`config.mk`:
```
export PLATFORM = sky130hd
export DESIGN_NAME = usb_endp_fifo_mux_flat
export DESIGN_NICKNAME = d
export VERILOG_FILES = /design/src/rtl/usb_endp_fifo_mux_if.sv /design/src/rtl/usb_endp_fifo_mux.sv /design/src/flat_wrapper.sv
export SDC_FILE = /design/constraint.sdc
export NUM_CORES = 1
export LEC_CHECK = 0
export ABC_AREA = 1
export ABC_CLOCK_PERIOD_IN_PS = 1400
export BUFFER_PORTS_ARGS = -buffer_cell sky130_fd_sc_hd__buf_2
export CORE_MARGIN = 5
export CORE_UTILIZATION = 24
export CTS_BUF_LIST = sky130_fd_sc_hd__clkbuf_8
export CTS_CLUSTER_SIZE = 24
export DETAILED_ROUTE_END_ITERATION = 6
export GPL_ROUTABILITY_DRIVEN = 0
export GPL_TIMING_DRIVEN = 0
export HOLD_SLACK_MARGIN = 0.05
export PLACE_DENSITY = 0.47
export SLEW_MARGIN = 20
export SYNTH_ARGS = -nofsm -noshare
export SYNTH_HDL_FRONTEND = slang
export SYNTH_SLANG_ARGS = --single-unit
```
`constraint.sdc`:
```
create_clock -name clk -period 1.4 [get_ports clk]
set_input_delay 0.07 -clock clk [delete_from_list [all_inputs] [get_ports clk]]
set_output_delay 0.07 -clock clk [all_outputs]
set_load 0.01 [all_outputs]
```
`src/rtl/usb_endp_fifo_mux_if.sv`:
```
// Engine-side and endpoint-FIFO-side signals of the USB endpoint FIFO multiplexer.
// master: packet engines plus per-endpoint FIFOs; slave: the multiplexer itself.
interface usb_endp_fifo_mux_if #(
    parameter int NUM_EP = 4,
    parameter int EP_W   = 4,
    parameter int DATA_W = 8
);
    // Handshake: a strobe (TxFifoREn/RxFifoWEn) moves one word on a clock edge only when the
    // matching per-endpoint enable is high in that cycle; the enable is the strobe qualified by
    // the combinational ready terms (not empty / not full / byte cap), with zero latency.
    logic                       transStart;
    logic                       transEnd;
    logic [EP_W-1:0]            currEndP;
    logic                       TxFifoREn;
    logic [DATA_W-1:0]          TxFifoData;
    logic                       TxFifoEmpty;
    logic                       RxFifoWEn;
    logic                       RxFifoFull;
    logic [NUM_EP-1:0]          TxFifoEPREn;
    logic [NUM_EP*DATA_W-1:0]   TxFifoEPData;
    logic [NUM_EP-1:0]          TxFifoEPEmpty;
    logic [NUM_EP-1:0]          RxFifoEPWEn;
    logic [NUM_EP-1:0]          RxFifoEPFull;

    modport master (
        output transStart, transEnd, currEndP, TxFifoREn, RxFifoWEn,
        output TxFifoEPData, TxFifoEPEmpty, RxFifoEPFull,
        input  TxFifoData, TxFifoEmpty, RxFifoFull, TxFifoEPREn, RxFifoEPWEn
    );

    modport slave (
        input  transStart, transEnd, currEndP, TxFifoREn, RxFifoWEn,
        input  TxFifoEPData, TxFifoEPEmpty, RxFifoEPFull,
        output TxFifoData, TxFifoEmpty, RxFifoFull, TxFifoEPREn, RxFifoEPWEn
    );
endinterface

```
`src/rtl/usb_endp_fifo_mux.sv`:
```
// N-endpoint FIFO multiplexer: latches the endpoint per transaction, steers strobes, counts bytes.
// Optional per-endpoint transaction/error statistics under macro USB_ENDP_MUX_STATS_EN.
module usb_endp_fifo_mux #(
    parameter int NUM_EP  = 4,
    parameter int EP_W    = 4,
    parameter int DATA_W  = 8,
    parameter int MAX_PKT = 64,
    parameter int CNT_W   = 7
) (
    input  logic                 clk,
    input  logic                 rst_n,
    usb_endp_fifo_mux_if.slave   bus,
    output logic                 busy,
    output logic [EP_W-1:0]      selEndP,
    output logic                 epValid,
    output logic [CNT_W-1:0]     txByteCnt,
    output logic [CNT_W-1:0]     rxByteCnt,
    output logic                 txUnderrun,
    output logic                 rxBabble,
    output logic                 dbg_state
`ifdef USB_ENDP_MUX_STATS_EN
    ,
    input  logic [EP_W-1:0]      statSel,
    output logic [15:0]          statTransCnt,
    output logic [15:0]          statErrCnt
`endif
);
    typedef enum logic {IDLE = 1'b0, ACTIVE = 1'b1} state_t;

    localparam logic [CNT_W-1:0] MAX_CNT  = CNT_W'(MAX_PKT);
    localparam logic [EP_W:0]    NUM_EP_L = (EP_W+1)'(NUM_EP);

    state_t            state_q, state_d;
    logic [DATA_W-1:0] sel_data;
    logic              sel_empty, sel_full;
    logic              rx_cap, tx_issue, rx_issue, tx_fail, rx_fail;

    always_ff @(posedge clk or negedge rst_n) begin
        if (!rst_n) state_q <= IDLE;
        else        state_q <= state_d;
    end

    // A transStart always (re)opens a transaction, so it wins over a coincident transEnd.
    always_comb begin
        state_d = state_q;
        case (state_q)
            IDLE:    if (bus.transStart) state_d = ACTIVE;
            ACTIVE:  if (bus.transStart) state_d = ACTIVE;
                     else if (bus.transEnd) state_d = IDLE;
            default: state_d = IDLE;
        endcase
    end

    assign busy      = (state_q == ACTIVE);
    assign dbg_state = (state_q == ACTIVE);

    // An invalid endpoint looks like an empty Tx FIFO and a full Rx FIFO.
    always_comb begin
        sel_data  = '0;
        sel_empty = 1'b1;
        sel_full  = 1'b1;
        for (int k = 0; k < NUM_EP; k++) begin
            if (epValid && (selEndP == EP_W'(k))) begin
                sel_data  = bus.TxFifoEPData[k*DATA_W +: DATA_W];
                sel_empty = bus.TxFifoEPEmpty[k];
                sel_full  = bus.RxFifoEPFull[k];
            end
        end
    end

    assign rx_cap   = !(rxByteCnt < MAX_CNT);
    assign tx_issue = bus.TxFifoREn & busy & ~sel_empty;
    assign rx_issue = bus.RxFifoWEn & busy & ~sel_full & ~rx_cap;
    assign tx_fail  = bus.TxFifoREn & busy & ~tx_issue;
    assign rx_fail  = bus.RxFifoWEn & busy & ~rx_issue;

    assign bus.TxFifoData  = sel_data;
    assign bus.TxFifoEmpty = sel_empty;
    assign bus.RxFifoFull  = sel_full | rx_cap;

    always_comb begin
        bus.TxFifoEPREn = '0;
        bus.RxFifoEPWEn = '0;
        for (int k = 0; k < NUM_EP; k++) begin
            bus.TxFifoEPREn[k] = tx_issue & (selEndP == EP_W'(k));
            bus.RxFifoEPWEn[k] = rx_issue & (selEndP == EP_W'(k));
        end
    end

    always_ff @(posedge clk or negedge rst_n) begin
        if (!rst_n) begin
            selEndP    <= '0;
            epValid    <= 1'b0;
            txByteCnt  <= '0;
            rxByteCnt  <= '0;
            txUnderrun <= 1'b0;
            rxBabble   <= 1'b0;
        end else if (bus.transStart) begin
            selEndP    <= bus.currEndP;
            epValid    <= ({1'b0, bus.currEndP} < NUM_EP_L);
            txByteCnt  <= '0;
            rxByteCnt  <= '0;
            txUnderrun <= 1'b0;
            rxBabble   <= 1'b0;
        end else if (busy) begin
            // Reads past the cap still go through; only the count saturates.
            if (tx_issue && (txByteCnt != MAX_CNT)) txByteCnt <= txByteCnt + 1'b1;
            if (rx_issue) rxByteCnt <= rxByteCnt + 1'b1;
            if (tx_fail)  txUnderrun <= 1'b1;
            if (rx_fail)  rxBabble   <= 1'b1;
        end
    end

`ifdef USB_ENDP_MUX_STATS_EN
    logic [15:0] trans_cnt [NUM_EP];
    logic [15:0] err_cnt   [NUM_EP];
    logic        close_now, err_now;

    // A closing cycle's own failed strobe still counts against the transaction being closed.
    assign close_now = busy & (bus.transStart | bus.transEnd) & epValid;
    assign err_now   = txUnderrun | rxBabble | tx_fail | rx_fail;

    always_ff @(posedge clk or negedge rst_n) begin
        if (!rst_n) begin
            for (int k = 0; k < NUM_EP; k++) begin
                trans_cnt[k] <= '0;
                err_cnt[k]   <= '0;
            end
        end else if (close_now) begin
            for (int k = 0; k < NUM_EP; k++) begin
                if (selEndP == EP_W'(k)) begin
                    trans_cnt[k] <= trans_cnt[k] + 16'd1;
                    if (err_now) err_cnt[k] <= err_cnt[k] + 16'd1;
                end
            end
        end
    end

    always_comb begin
        statTransCnt = '0;
        statErrCnt   = '0;
        for (int k = 0; k < NUM_EP; k++) begin
            if (statSel == EP_W'(k)) begin
                statTransCnt = trans_cnt[k];
                statErrCnt   = err_cnt[k];
            end
        end
    end
`endif

endmodule

```
`src/flat_wrapper.sv`:
```
// flat-port wrapper written by rule: the top's interface ports become plain ports
module usb_endp_fifo_mux_flat 
#(
    parameter int NUM_EP  = 4,
    parameter int EP_W    = 4,
    parameter int DATA_W  = 8,
    parameter int MAX_PKT = 64,
    parameter int CNT_W   = 7
)
  (clk, rst_n, busy, selEndP, epValid, txByteCnt, rxByteCnt, txUnderrun, rxBabble, dbg_state, bus_transStart, bus_transEnd, bus_currEndP, bus_TxFifoREn, bus_RxFifoWEn, bus_TxFifoEPData, bus_TxFifoEPEmpty, bus_RxFifoEPFull, bus_TxFifoData, bus_TxFifoEmpty, bus_RxFifoFull, bus_TxFifoEPREn, bus_RxFifoEPWEn);
  usb_endp_fifo_mux_if #(.NUM_EP(NUM_EP), .EP_W(EP_W), .DATA_W(DATA_W)) bus_i ();
  input  logic clk;
  input  logic rst_n;
  output logic busy;
  output logic [EP_W-1:0] selEndP;
  output logic epValid;
  output logic [CNT_W-1:0] txByteCnt;
  output logic [CNT_W-1:0] rxByteCnt;
  output logic txUnderrun;
  output logic rxBabble;
  output logic dbg_state;
  input wire logic [$bits(bus_i.transStart)-1:0] bus_transStart;
  input wire logic [$bits(bus_i.transEnd)-1:0] bus_transEnd;
  input wire logic [$bits(bus_i.currEndP)-1:0] bus_currEndP;
  input wire logic [$bits(bus_i.TxFifoREn)-1:0] bus_TxFifoREn;
  input wire logic [$bits(bus_i.RxFifoWEn)-1:0] bus_RxFifoWEn;
  input wire logic [$bits(bus_i.TxFifoEPData)-1:0] bus_TxFifoEPData;
  input wire logic [$bits(bus_i.TxFifoEPEmpty)-1:0] bus_TxFifoEPEmpty;
  input wire logic [$bits(bus_i.RxFifoEPFull)-1:0] bus_RxFifoEPFull;
  output wire logic [$bits(bus_i.TxFifoData)-1:0] bus_TxFifoData;
  output wire logic [$bits(bus_i.TxFifoEmpty)-1:0] bus_TxFifoEmpty;
  output wire logic [$bits(bus_i.RxFifoFull)-1:0] bus_RxFifoFull;
  output wire logic [$bits(bus_i.TxFifoEPREn)-1:0] bus_TxFifoEPREn;
  output wire logic [$bits(bus_i.RxFifoEPWEn)-1:0] bus_RxFifoEPWEn;
  assign bus_i.transStart = bus_transStart;
  assign bus_i.transEnd = bus_transEnd;
  assign bus_i.currEndP = bus_currEndP;
  assign bus_i.TxFifoREn = bus_TxFifoREn;
  assign bus_i.RxFifoWEn = bus_RxFifoWEn;
  assign bus_i.TxFifoEPData = bus_TxFifoEPData;
  assign bus_i.TxFifoEPEmpty = bus_TxFifoEPEmpty;
  assign bus_i.RxFifoEPFull = bus_RxFifoEPFull;
  assign bus_TxFifoData = bus_i.TxFifoData;
  assign bus_TxFifoEmpty = bus_i.TxFifoEmpty;
  assign bus_RxFifoFull = bus_i.RxFifoFull;
  assign bus_TxFifoEPREn = bus_i.TxFifoEPREn;
  assign bus_RxFifoEPWEn = bus_i.RxFifoEPWEn;
  usb_endp_fifo_mux #(.NUM_EP(NUM_EP), .EP_W(EP_W), .DATA_W(DATA_W), .MAX_PKT(MAX_PKT), .CNT_W(CNT_W)) u_core (.clk(clk), .rst_n(rst_n), .bus(bus_i), .busy(busy), .selEndP(selEndP), .epValid(epValid), .txByteCnt(txByteCnt), .rxByteCnt(rxByteCnt), .txUnderrun(txUnderrun), .rxBabble(rxBabble), .dbg_state(dbg_state));
endmodule
```
# Word-level counts from Yosys, hierarchy flattened
# Cells that the tools add are included.
dict set report classes {
  addsub 2
  n_mul 0
  div 0
  magnitude_cmp 2
  eq_ne 4
  n_shift 0
  mux 28
  n_bitwise 21
  reduce_logical 16
}
# op n
set ops {}
lappend ops {{7-bit two-way mux} 6}
lappend ops {{8-bit two-way mux} 4}
lappend ops {{1-bit two-way mux} 17}
lappend ops {{1-bit bitwise AND} 15}
lappend ops {{7-bit by 1-bit adder with 7-bit output, second input constant} 2}
lappend ops {{2-bit nonzero test} 5}
lappend ops {{4-bit by 2-bit equality test with 1-bit output, second input constant} 2}
lappend ops {{2-bit AND reduction} 4}
lappend ops {{7-bit < comparator, second input constant} 1}
lappend ops {{7-bit inequality test, second input constant} 1}
lappend ops {{1-bit logical AND} 5}
lappend ops {{1-bit NOT} 5}
lappend ops {{4-bit by 1-bit equality test with 1-bit output, second input constant} 1}
lappend ops {{4-bit zero test} 1}
lappend ops {{4-bit by 3-bit < comparator with 1-bit output, second input constant} 1}
lappend ops {{1-bit one-hot mux with 2 select lines} 1}
lappend ops {{1-bit zero test} 1}
lappend ops {{1-bit bitwise OR} 1}
dict set report word_totals {
  regBits 22
  latch_bits 0
  ram_bits 0
  rom_bits 0
  input_bits 50
  output_inout_bits 41
  memories 0
}

# Logic depth before layout (Yosys ltp)
# Gate-level depths: netlist of run 1.
dict set report depth {
  depth_word 14
  mapped_depth 11
  ltp_nobuf 10
}

# Least setup slack after synthesis of run 1
# Ideal clock, no wire load.
dict set report synth_timing {
  kind {register to register}
  start {register u_core.selEndP[3]}
  end {register u_core.rxByteCnt[4]}
  setup_ps 118
  arrival_ps 1303
  slack_ps -21
  path_stages_with_launch 11
  path_buffers 2
  period_less_slack_ps 1421
  path_cell_list {dfrtp_1 nor2_4 buf_6 nand3_4 o21ai_2 inv_1 nand2_2 nand3_2 buf_6 nand3_2 nand2_1}
}
dict set report synth_via {
  elab_chain_len 11
  elab_cells_between_ends 17
  cone_classes {eq/ne: 3; mux: 4; bitwise: 3; reduce/logical: 7}
}
# item line
set synth_lines {}
lappend synth_lines {{from (decl)} usb_endp_fifo_mux.sv:14} ;# output logic [EP_W-1:0] selEndP,
lappend synth_lines {{from (signal assigned)} usb_endp_fifo_mux.sv:99} ;# selEndP <= bus.currEndP;
lappend synth_lines {{4-bit zero test} usb_endp_fifo_mux.sv:63} ;# if (epValid && (selEndP == EP_W'(k))) begin
lappend synth_lines {{1-bit logical AND} usb_endp_fifo_mux.sv:63}
lappend synth_lines {{1-bit two-way mux (3 in a row)} usb_endp_fifo_mux.sv:63}
lappend synth_lines {{1-bit two-way mux *} usb_endp_fifo_mux.sv:63}
lappend synth_lines {{1-bit NOT *} usb_endp_fifo_mux.sv:73} ;# assign rx_issue = bus.RxFifoWEn & busy & ~sel_full & ~rx_cap;
lappend synth_lines {{1-bit bitwise AND * (2 in a row)} usb_endp_fifo_mux.sv:73}
lappend synth_lines {{2-bit nonzero test (no line) *} -}
lappend synth_lines {{2-bit AND reduction (no line) *} -}
lappend synth_lines {{to (signal assigned)} usb_endp_fifo_mux.sv:108} ;# if (rx_issue) rxByteCnt <= rxByteCnt + 1'b1;
lappend synth_lines {{to (decl)} usb_endp_fifo_mux.sv:17} ;# output logic [CNT_W-1:0] rxByteCnt,
# Mark *: on every way between the ends. The rest lies on a longest branch, timed or not.
# A chain may end at the register's enable or synchronous reset.

# Worst setup path in the final report of run 1
dict set report layout_timing {
  start {register u_core.selEndP[3]}
  end {output port bus_RxFifoEPWEn[3]}
}
dict set report layout_via {
  elab_chain_len 10
  elab_cells_between_ends 16
  cone_classes {eq/ne: 3; mux: 4; bitwise: 4; reduce/logical: 5}
}
# item line
set layout_lines {}
lappend layout_lines {{4-bit zero test} usb_endp_fifo_mux.sv:63}
lappend layout_lines {{1-bit logical AND} usb_endp_fifo_mux.sv:63}
lappend layout_lines {{1-bit two-way mux (4 in a row)} usb_endp_fifo_mux.sv:63}
lappend layout_lines {{1-bit NOT} usb_endp_fifo_mux.sv:73}
lappend layout_lines {{1-bit bitwise AND (2 in a row)} usb_endp_fifo_mux.sv:73}
lappend layout_lines {{1-bit bitwise AND *} usb_endp_fifo_mux.sv:86} ;# bus.RxFifoEPWEn[k] = rx_issue & (selEndP == EP_W'(k));
lappend layout_lines {{to (decl)} flat_wrapper.sv:34} ;# output wire logic [$bits(bus_i.RxFifoEPWEn)-1:0] bus_RxFifoEPWEn;
# Marks and branches as above.

==> impl_summary.md, run 1 <==
Run status
The run finished, with violations left. The final reports fail on setup timing.

Clock tree
The number of buffers created by CTS is 3. The number of buffers on the longest clock path is 2. The tree is rooted in a clkbuf_8. The clock slew seen by the registers of the worst setup and hold paths is 0.08 ns. At the later pin of the worst-skew pair, clock insertion delay measures 0.26 ns. Clock tree synthesis found a total of 22 sinks.

The level count of the clock H-tree is 1. TritonCTS built the clock tree.

Yosys
The sequential area share after synthesis is 0.315. Synthesis produced a netlist whose cell count is 242. The flip-flop and latch count after synthesis is 22. The number of nets in the synthesized netlist is 295. The mean instance size in the synthesized netlist is 7.22 um^2. Yosys mapped the design onto 30 distinct sky130hd cell types. The total of warnings raised by yosys is 0. The summed instance area of the synthesized netlist is 1750 um^2.

Floorplan
The floorplan die width is 95.3 um. The floorplan step defined a core boundary enclosing 7180 um^2. The die covers 9090 um^2. The number of placement rows is 31. For this configuration, the core starts out at a cell density of 0.244. The die is 95.3 um tall. During I/O placement, the number of pins put on the boundary was 91.

Placed design
The final HPWL from detailed placement is 4.32 mm. The placement-stage worst setup slack is -0.234 ns. Once placement completed, the tool counted placed cells totaling 430. Input and output buffers added on the ports amount to 89.

Worst hold path
The path category of the worst min-delay check is in -> reg.

Finish
The top cell types in the final layout, fill and taps aside, are buf_2, nand2_1, inv_1. Of the cells placed in the final design, the portion with a size suffix greater than 1 is 0.441. The number of diodes is 0. The signed area change from the synthesized netlist to the final layout is 48.5%. The most common library cell in the layout ignoring fill and taps is buf_2. The net count of the finished layout is 402. Once layout is complete, the cells apart from fillers number 446. The total area of multi-input combinational cells is 1050 um^2. In the final layout, flip-flops and latches occupy 553 um^2. The fill cell total of the finished layout is 816.

Drt
The routed via count divided by cell count is 4.26. Summed over all layers, the routed wires come to 5.49 mm. The number of iterations in the first detailed-routing pass is 6. The remaining antenna violation count after routing is 0. The number of violations reported at the end of detailed-routing iteration 0 is 48. The wire length per cell is 12.3 um. In the routed design, unresolved DRC markers number 0. The detailed router placed 1900 vias in this run.

Timing
The hold violation count in the final report is 0. The number of max-slew violations in the final report was 0. The maximum operating frequency is 0.560 GHz. The tightest hold margin is 0.151 ns.

Setup repair after global routing could not meet its margin everywhere. The clock period minus worst slack is 1.79 ns. The worst pin sits at a relative slew slack of 0.599.

At the pin with the least slew margin, the transition time is 0.601 ns. On the final layout, the worst clock skew is 0.00147 ns. Setup violations remaining at the end of the flow were counted as 32. The final period utilization is 1.28.

Once routing completed, OpenROAD measured the worst setup slack at -0.387 ns.

Global route
The first-pass GRT wire length is 8.98 mm. Global routing finished with a remaining overflow of 0. The aggregate global-route resource usage is 0.124. The number of antenna violations at the first check in global routing is 0.

The via count of the first global-routing pass is 1846. The maximum number of pins on one net before global-route repair is 23.

Critical path
Data on the critical path is required at its endpoint by 1.33 ns. STA classifies the critical path endpoint as an output port. The signal on the critical path passes through nor2_4 > buf_6 > nand3_4 > o21ai_2 > inv_1 > nand2_2 > nand3_2 > buf_8 > nor2_4 > buf_6. The critical-path maximum fanout is 8.

On the worst path, the slowest cell contributes a delay of 0.41 ns. The launching element type of the critical path is a register. The slowest library cell on the worst path is dfrtp_1.

The critical path class is reg -> out. Data arrives at the worst endpoint at 1.72 ns.

Pwr
For this design the static power due to leakage is 1.40 nW. Power comes to 1.53 mW. The peak supply drop is 0.542 mV.

The power density over cell area is 589 nW/um^2.

Run
The tool flagged a number of max-cap violations equal to 0.
-- cell families after synthesis --
logic type | Yosys count | synth area share
compound gates | 16 | 0.0673
xor+xnor | 8 | 0.0401
fa+ha+maj | 3 | 0.0215
buf+inv | 52 | 0.130
flops | 22 | 0.315
simple gates | 141 | 0.427
-- metal layers --
layer  track usage  wire, um  vias up  part of all wire
met3        0.0300       454        2             0.083
met4        0.0180        24        0            0.0044
li1              -         -      985                 -
met2         0.209      2560       64              0.47
met5             0         0        -                 0
met1         0.163      2450      849              0.45
-- area by class of cell --
cell class                 instances  share of cell area
sequential                        22               0.213
inverter                          43              0.0651
timing repair buffer             102               0.229
clock buffer                       3              0.0159
multi-input combinational        168               0.405
buffer                             9              0.0246
tap                               99              0.0477
-- power breakdown --
group | internal (mW) | switching [mW] | total, mW
combinational | 0.186 | 0.242 | 0.428
clock | 0.192 | 0.200 | 0.391
sequential | 0.667 | 0.0424 | 0.710
-- sequential cells by signal, summed over array words and instances (netlist names) --
signal and flops:
u_core.txByteCnt 7, u_core.txUnderrun 1, u_core.busy 1, u_core.selEndP 4, u_core.rxBabble 1, u_core.epValid 1, u_core.rxByteCnt 7
-- what timing repair did --
| item | CTS | global route |
|---|---|---|
| endpoints found under the hold margin | 27 | 0 |
| pin swaps | 0 | 4 |
| resized for setup | 9 | 25 |
| setup endpoints to repair | 33 | 34 |
| hold buffers | 6 | 0 |
| buffers inserted | 4 | 3 |
-- metrics by stage --
step / setup TNS [ns] / area (um^2) / utilization
after floorplan: -0.145 / 1750 / -
after global placement: -5.27 / 2320 / 0.323
after detailed placement: -4.80 / 2320 / 0.323
after CTS: -9.03 / 2480 / 0.346
after global routing: -13.21 / 2600 / 0.362
final: -8.74 / 2600 / 0.362
-- Yosys cell counts --
cell | n | area share
clkinv_4 | 1 | 0.0050
o2111ai_1 | 8 | 0.040
nor2_4 | 3 | 0.019
nand2_1 | 67 | 0.14
nor2_2 | 7 | 0.025
nand3_1 | 11 | 0.031
nor3b_1 | 2 | 0.0086
a21oi_1 | 2 | 0.0057
buf_6 | 2 | 0.013
o21ai_0 | 4 | 0.011
nand4_4 | 1 | 0.012
nor2_1 | 20 | 0.043
nand2_4 | 3 | 0.019
buf_4 | 2 | 0.0086
xor2_1 | 7 | 0.035
inv_2 | 2 | 0.0043
xnor2_1 | 1 | 0.0050
o21ai_2 | 1 | 0.0050
clkinv_1 | 2 | 0.0043
inv_1 | 38 | 0.082
nand4_1 | 15 | 0.054
ha_1 | 3 | 0.021
clkbuf_1 | 2 | 0.0043
nor3_1 | 1 | 0.0029
nand3_4 | 2 | 0.020
nand2_2 | 2 | 0.0072
buf_2 | 3 | 0.0086
a21oi_2 | 1 | 0.0050
dfrtp_1 | 22 | 0.31
nand3_2 | 7 | 0.040
-- final timing paths --
check / endpoint / cells after the start / slack (ns) / from
max: bus_RxFifoEPWEn[3] / 10 / -0.39 / u_core.selEndP[3]
min: u_core.selEndP[2] / 3 / 0.15 / bus_transStart
max reg2reg: u_core.rxByteCnt[2] / 12 / -0.33 / u_core.selEndP[3]
min reg2reg: u_core.txUnderrun / 2 / 0.52 / u_core.txUnderrun
max in group asynchronous: u_core.selEndP[1] / 2 / 0.70 / rst_n
min in group asynchronous: u_core.txByteCnt[4] / 2 / 0.32 / rst_n
-- worst max-delay path, delay by kind of cell, from the launching register on --
family | cells | cell delay, ns
and+or+nand+nor | 5 | 0.43
AOI/OAI and AO/OA | 1 | 0.14
DFF | 1 | 0.41
buffers and inverters | 4 | 0.46
No activity file was read; power rests on OpenSTA's default activity.
==> inputs of run 2 (changes only) <==
- REMOVE_ABC_BUFFERS: not set -> 1
==> run 2 against run 1 <==
Effect of this change: the run still ends with setup timing left; highest routed layer unchanged; critical path depth shrank 1; maximum frequency shrank 3.1%; largest cell class unchanged; clock-buffer cell count grew 1; sequential share of layout area shrank 1.1 points; die area is the same; global-route usage grew 0.33 points; worst hold slack gained 0.041 ns; worst setup slack lost 0.058 ns; sequential power grew 1%; non-clock buffer count grew 3.
==> impl_summary.md, run 2 (synthesis results as in run 1) <==
Run status
The flow ran to the end, but the final reports show violations. The final reports fail on setup timing.

Finish
In the final layout, the multi-input gates occupy 1100 um^2. The sequential cells in the finished layout cover a total of 553 um^2. In the layout the commonest cells are buf_2, nand2_1, inv_1. The largest registers in the layout are u_core.rxByteCnt: 7 flops, u_core.txByteCnt: 7 flops, u_core.selEndP: 4 flops.

The cell area after layout is 2730 um^2. The library cell used most frequently in the layout, excluding fill and tap cells, is buf_2. After the last flow step, the layout net total stands at 405. After filler insertion, the fill cell instance count of the layout stands at 787. Of the cells placed in the final design, the portion with a size suffix greater than 1 is 0.470.

The number of non-filler instances in the completed layout is 450. The number of diodes is 0. The post-layout utilization of the core is 0.381.

The area growth from synthesis to layout is 56.4%.

Drt
The via total after detailed routing is 1950. After detailed routing, the number of remaining DRC violations is 0. The pre-antenna-repair detailed-routing pass consisted of 4 iterations. The wire length reported by the detailed router is 5.65 mm. The routed via count divided by cell count is 4.33. The wire length per cell is 12.5 um.

The first routing iteration left 71 violations. The remaining antenna violation count after routing is 0.

Floorplan
The initial cell density of the core is 0.244. The height of the die is 95.3 um. The floorplan die width is 95.3 um. The core region is 7180 um^2. Pin placement for this block handled 91 I/O pins. The number of placement rows is 31. The die covers 9090 um^2.

Critical path
The family with the most delay on the worst path is simple AND/OR/NAND/NOR gates. On the worst path, the slowest cell contributes a delay of 0.41 ns. The setup path with the least slack is of type reg -> out. Walking the worst path, the cells encountered are nor2_4 > buf_12 > nand4_1 > o21ai_4 > inv_2 > nand2_4 > nand3_4 > nor2_2 > buf_2. The critical-path maximum fanout is 5.

The arrival time at the worst endpoint is 1.77 ns. The slowest library cell on the worst path is dfrtp_1. The required time at the endpoint of the critical path is 1.33 ns. Counting both buffers and inverters, the worst setup path holds a total of 3. The type of destination of the critical path is an output port. The launching element type of the critical path is a register.

Placed design
Before CTS, the worst setup slack after placement is -0.548 ns. The number of port buffers is 90. The final HPWL from detailed placement is 4.18 mm. Counting tap cells, the placed design contains a total of 422 instances. The area after detailed placement is 2260 um^2.

Pwr
The total power consumption of the routed design is 1.62 mW. In this run the static leakage power is 1.47 nW. VDD sags by at most 0.369 mV. In this run the power density over the cells is 594 nW/um^2.

Clock tree
The clock tree from TritonCTS is built. After clock tree synthesis, the clock-pin slew on the worst setup and hold paths is 0.08 ns. The sink count of the clock tree is 22. The clock insertion delay at the later pin of the skew report is 0.26 ns. The number of buffers created by CTS is 3. No sink is reached through more buffers than the 2 on the longest clock path. In this run the clock root is driven by a clkbuf_8.

CTS built an H-tree with a depth of 1.

Global route
The first-pass GRT wire length is 9.11 mm. The maximum number of pins on one net before global-route repair is 26. The number of antenna violations at the first check in global routing is 0.

In the global route stage, overall resource usage came out at 0.127. The via count of the first global-routing pass is 1951. The total overflow left after global routing is 0.

Timing
The clock period minus worst slack is 1.84 ns. Across the routed clock network, the largest skew measured is 0.00631 ns. The maximum operating frequency is 0.542 GHz. Of the available clock period, the critical path in the final layout requires 1.32. The tightest slew margin relative to the limit is 0.651.

Setup repair after global routing could not meet its margin everywhere. The setup-violating endpoint count in the final report is 34. The number of max-slew violations in the final report is 0.

At the pin with the least slew margin, the transition time is 0.524 ns. The setup slack of the critical path after layout is -0.444 ns. The hold violation count in the final report is 0.

Run
Across the run, the number of max-cap violations was 0.

Worst hold path
The path category of the worst min-delay check is in -> reg.
run 2: layout make-up:
| type | instances | share of cell area |
|---|---|---|
| clock buffer | 4 | 0.0201 |
| sequential | 22 | 0.202 |
| inverter | 43 | 0.0668 |
| timing repair buffer | 114 | 0.263 |
| tap | 99 | 0.0453 |
| multi-input combinational | 168 | 0.403 |
run 2: worst paths after layout:
path	startpoint	endpoint	cells past startpoint	slack, ns
min in group asynchronous	rst_n	u_core.busy	2	0.31
min reg2reg	u_core.txUnderrun	u_core.txUnderrun	2	0.50
min	bus_transStart	u_core.txUnderrun	2	0.19
max reg2reg	u_core.selEndP[3]	u_core.rxByteCnt[0]	11	-0.43
max in group asynchronous	rst_n	u_core.epValid	2	0.71
max	u_core.selEndP[3]	bus_RxFifoEPWEn[1]	9	-0.44
run 2: worst register-to-register path, delay by kind of cell, from the launching register on:
kind | cells | cell delay, ns
AOI/OAI and AO/OA | 1 | 0.13
and+or+nand+nor | 6 | 0.68
buffers and inverters | 4 | 0.49
DFF | 1 | 0.41
run 2: power breakdown:
part           total, mW  switching (mW)  internal (mW)
Combinational      0.447           0.241          0.206
Sequential         0.718          0.0507          0.667
Clock              0.459           0.208          0.250
Total               1.62           0.499           1.12
run 2: through the flow:
step	setup TNS (ns)	hold WS, ns
3_5_place_dp	-12.11	0.0849
2_1_floorplan	-2.88	-0.226
4_1_cts	-12.46	0.191
3_3_place_gp	-12.26	0.0867
5_1_grt	-16.45	0.201
6_report	-12.91	0.192
run 2: per-layer routing:
layer  part of all wire  vias up  track usage
met5                  0        -            0
met4             0.0043        0       0.0204
met3              0.077        2       0.0268
met2               0.48       65        0.222
met1               0.44      891        0.163
li1                   -      992            -
run 2: what timing repair did:
action / 4_1_cts / 5_1_grt
pin swaps: 7 / 9
gates resized for setup: 29 / 25
hold endpoints to repair: 27 / 0
hold buffers: 6 / 0
endpoints found under the setup margin: 36 / 34
setup buffers: 19 / 4
==> inputs of run 3 (changes only) <==
- SKIP_CTS_REPAIR_TIMING: not set -> 1
==> run 3 against run 2 <==
Effect of this change: the flow still finishes with violations (setup timing); combinational power down 11%; total power down 2.8%; cell count down 1.1%; first-iteration DRC count down 9.9%; wire length down 3.7%; non-clock buffer count down 5; clock-buffer cell count unchanged; flip-flop and latch count unchanged; utilization down 2.8 points; clock power up 1%; worst setup slack worse by 0.00088 ns; register-to-register slack better by 0.05 ns; critical path type unchanged.
==> impl_summary.md, run 3 (synthesis results as in run 1) <==
Timing
The setup clock skew after layout is 0.00745 ns. Setup violations remaining at the end of the flow were counted as 34. The maximum operating frequency is 0.542 GHz. The setup slack of the critical path after layout is -0.445 ns.

The slew at the pin with the worst max-slew slack is 0.530 ns. Setup repair after global routing could not meet its margin everywhere. The tightest hold margin is 0.197 ns. The tightest slew margin relative to the limit is 0.647. In the finished design, the share of the clock period the worst path needs comes to 1.32.

The clock period minus worst slack is 1.85 ns. The hold violation count in the final report is 0. The number of max-slew violations in the final report is 0.

Floorplan
The initial utilization of the core area, before any placement, comes to 0.244. 91 I/O pins were placed. The initialized floorplan defines 31 standard-cell rows.

The full die area is 9090 um^2. The floorplan die width is 95.3 um. The height of the die is 95.3 um.

The region available for standard cell placement spans 7180 um^2.

Finish
The ratio of cells with drive above 1 in the final layout is 0.419. The library cells used most frequently in the layout, excluding fill and tap cells, are buf_2, nand2_1, inv_1. The cell area after layout is 2530 um^2. At the end of the flow, the number of nets in the layout was 400.

The largest registers in the layout are u_core.rxByteCnt: 7 flops, u_core.txByteCnt: 7 flops, u_core.selEndP: 4 flops. Compared with the post-synthesis result, the final layout area differs by 45.0%. The count of cells in the finished layout, fillers not included, comes to 445. The most common library cell in the layout ignoring fill and taps is buf_2. The number of diodes is 0.

The fill cell total of the finished layout is 798.

Global route
The via count of the first global-routing pass is 1815. In the global route stage, overall resource usage came out at 0.118. The maximum number of pins on one net before global-route repair is 26. The number of antenna violations at the first check in global routing came to 0.

The first global-routing pass estimated 8.51 mm of wire. The overflow left after global routing is 0.

Clock tree
The clock passes through at most 2 buffers. Buffers inserted during clock tree synthesis total 3. The sink count of the clock tree is 22. CTS built an H-tree with a depth of 1.

Clock latency on the worst-skew pair, taken at its later pin, is 0.26 ns. After clock tree synthesis, the clock-pin slew on the worst setup and hold paths is 0.09 ns. The root buffer cell is clkbuf_8. The clock tree from TritonCTS is built.

Critical path
At the worst endpoint, the required time is 1.33 ns. The worst setup path is captured at an output port. The critical-path maximum fanout is 8. The number of cells on the worst reg-to-reg path is 11. The setup check on the worst reg-to-reg path leaves a slack of -0.38 ns. STA puts the critical path data arrival time at 1.78 ns. In this run the worst setup path begins at u_core.selEndP[2]. The critical path class is reg -> out.

The endpoint identified for the worst register-to-register timing path is u_core.rxByteCnt[6]. In this run the critical register-to-register path is launched from u_core.selEndP[2]. The launching element type of the critical path is a register.

Pwr
Summing internal, switching and leakage power gives 1.58 mW. The power density over cell area is 622 nW/um^2. In this run the static leakage power is 1.37 nW.

The peak supply drop is 0.356 mV.

Drt
The detailed router finished its first iteration with 64 violations. The final route contains 1913 vias. In the final routed layout, each cell accounts on average for 12.2 um. The number of iterations in the first detailed-routing pass is 4.

The uppermost layer routed is met4. The detail route stage leaves a number of antenna-violating nets equal to 0. Wire segments on met2 add up to 2.48 mm in the final route. The routed length on met1 is 2.49 mm. The final routed DRC violation total is 0. In the detailed route, the total length drawn on met3 is 438 um. The routed via count divided by cell count is 4.30. The wire length reported by the detailed router is 5.44 mm.

Run status
The final reports fail on setup timing. The flow ran to the end, but the final reports show violations.

Worst hold path
The min-delay analysis places its worst path in the category in -> reg. In this run the most critical hold path is launched from bus_transStart. The hold-critical path depth is 2.

The worst hold endpoint is u_core.txUnderrun.

Placed design
The number of port buffers is 90. The placed instances occupy a cell area of 2260 um^2. Summed over all nets, the half-perimeter wirelength after detailed placement is 4.18 mm. The placement-stage worst setup slack is -0.548 ns.

Including well taps, the total number of placed cells is 422.

Run
The total of max-cap violations is 0.
## run 3: worst max path at each step
stage          cells after the start                  end
5_1_grt                            9   bus_RxFifoEPWEn[3]
3_3_place_gp                      10   bus_RxFifoEPWEn[3]
2_1_floorplan                     10  u_core.rxByteCnt[0]
4_1_cts                           10   bus_RxFifoEPWEn[3]
6_report                           9   bus_RxFifoEPWEn[3]
3_5_place_dp                      10   bus_RxFifoEPWEn[3]
## run 3: stage by stage
step / utilization / TNS [ns]
floorplan: - / -2.88
global placement: 0.315 / -12.26
detailed placement: 0.315 / -12.11
CTS: 0.323 / -16.53
global route: 0.353 / -13.54
finish: 0.353 / -9.80
## run 3: layout make-up
class | count | area (um^2) | area share
sequential | 22 | 553 | 0.218
tap | 99 | 124 | 0.0489
multi-input combinational | 168 | 1010 | 0.398
timing repair buffer | 109 | 622 | 0.245
clock buffer | 4 | 55.1 | 0.0217
inverter | 43 | 173 | 0.0681
## run 3: metal layers
metal  global-route usage  up-vias
li1                     -      977
met1                0.153      877
met2                0.202       57
met3               0.0284        2
met4               0.0204        0
met5                    0        -
## run 3: power by group
part           internal (mW)  switching (mW)
Sequential             0.667          0.0503
Combinational          0.175           0.222
Clock                  0.251           0.213
## run 3: worst max-delay path, stage by stage, from the launching register on
cell and delay, ns:
dfrtp_1 0.41, nor2_4 0.19, buf_6 0.13, nand3_4 0.07
o21ai_2 0.15, inv_1 0.06, nand2_2 0.08, nand3_4 0.15
nor2_4 0.15, buf_6 0.11
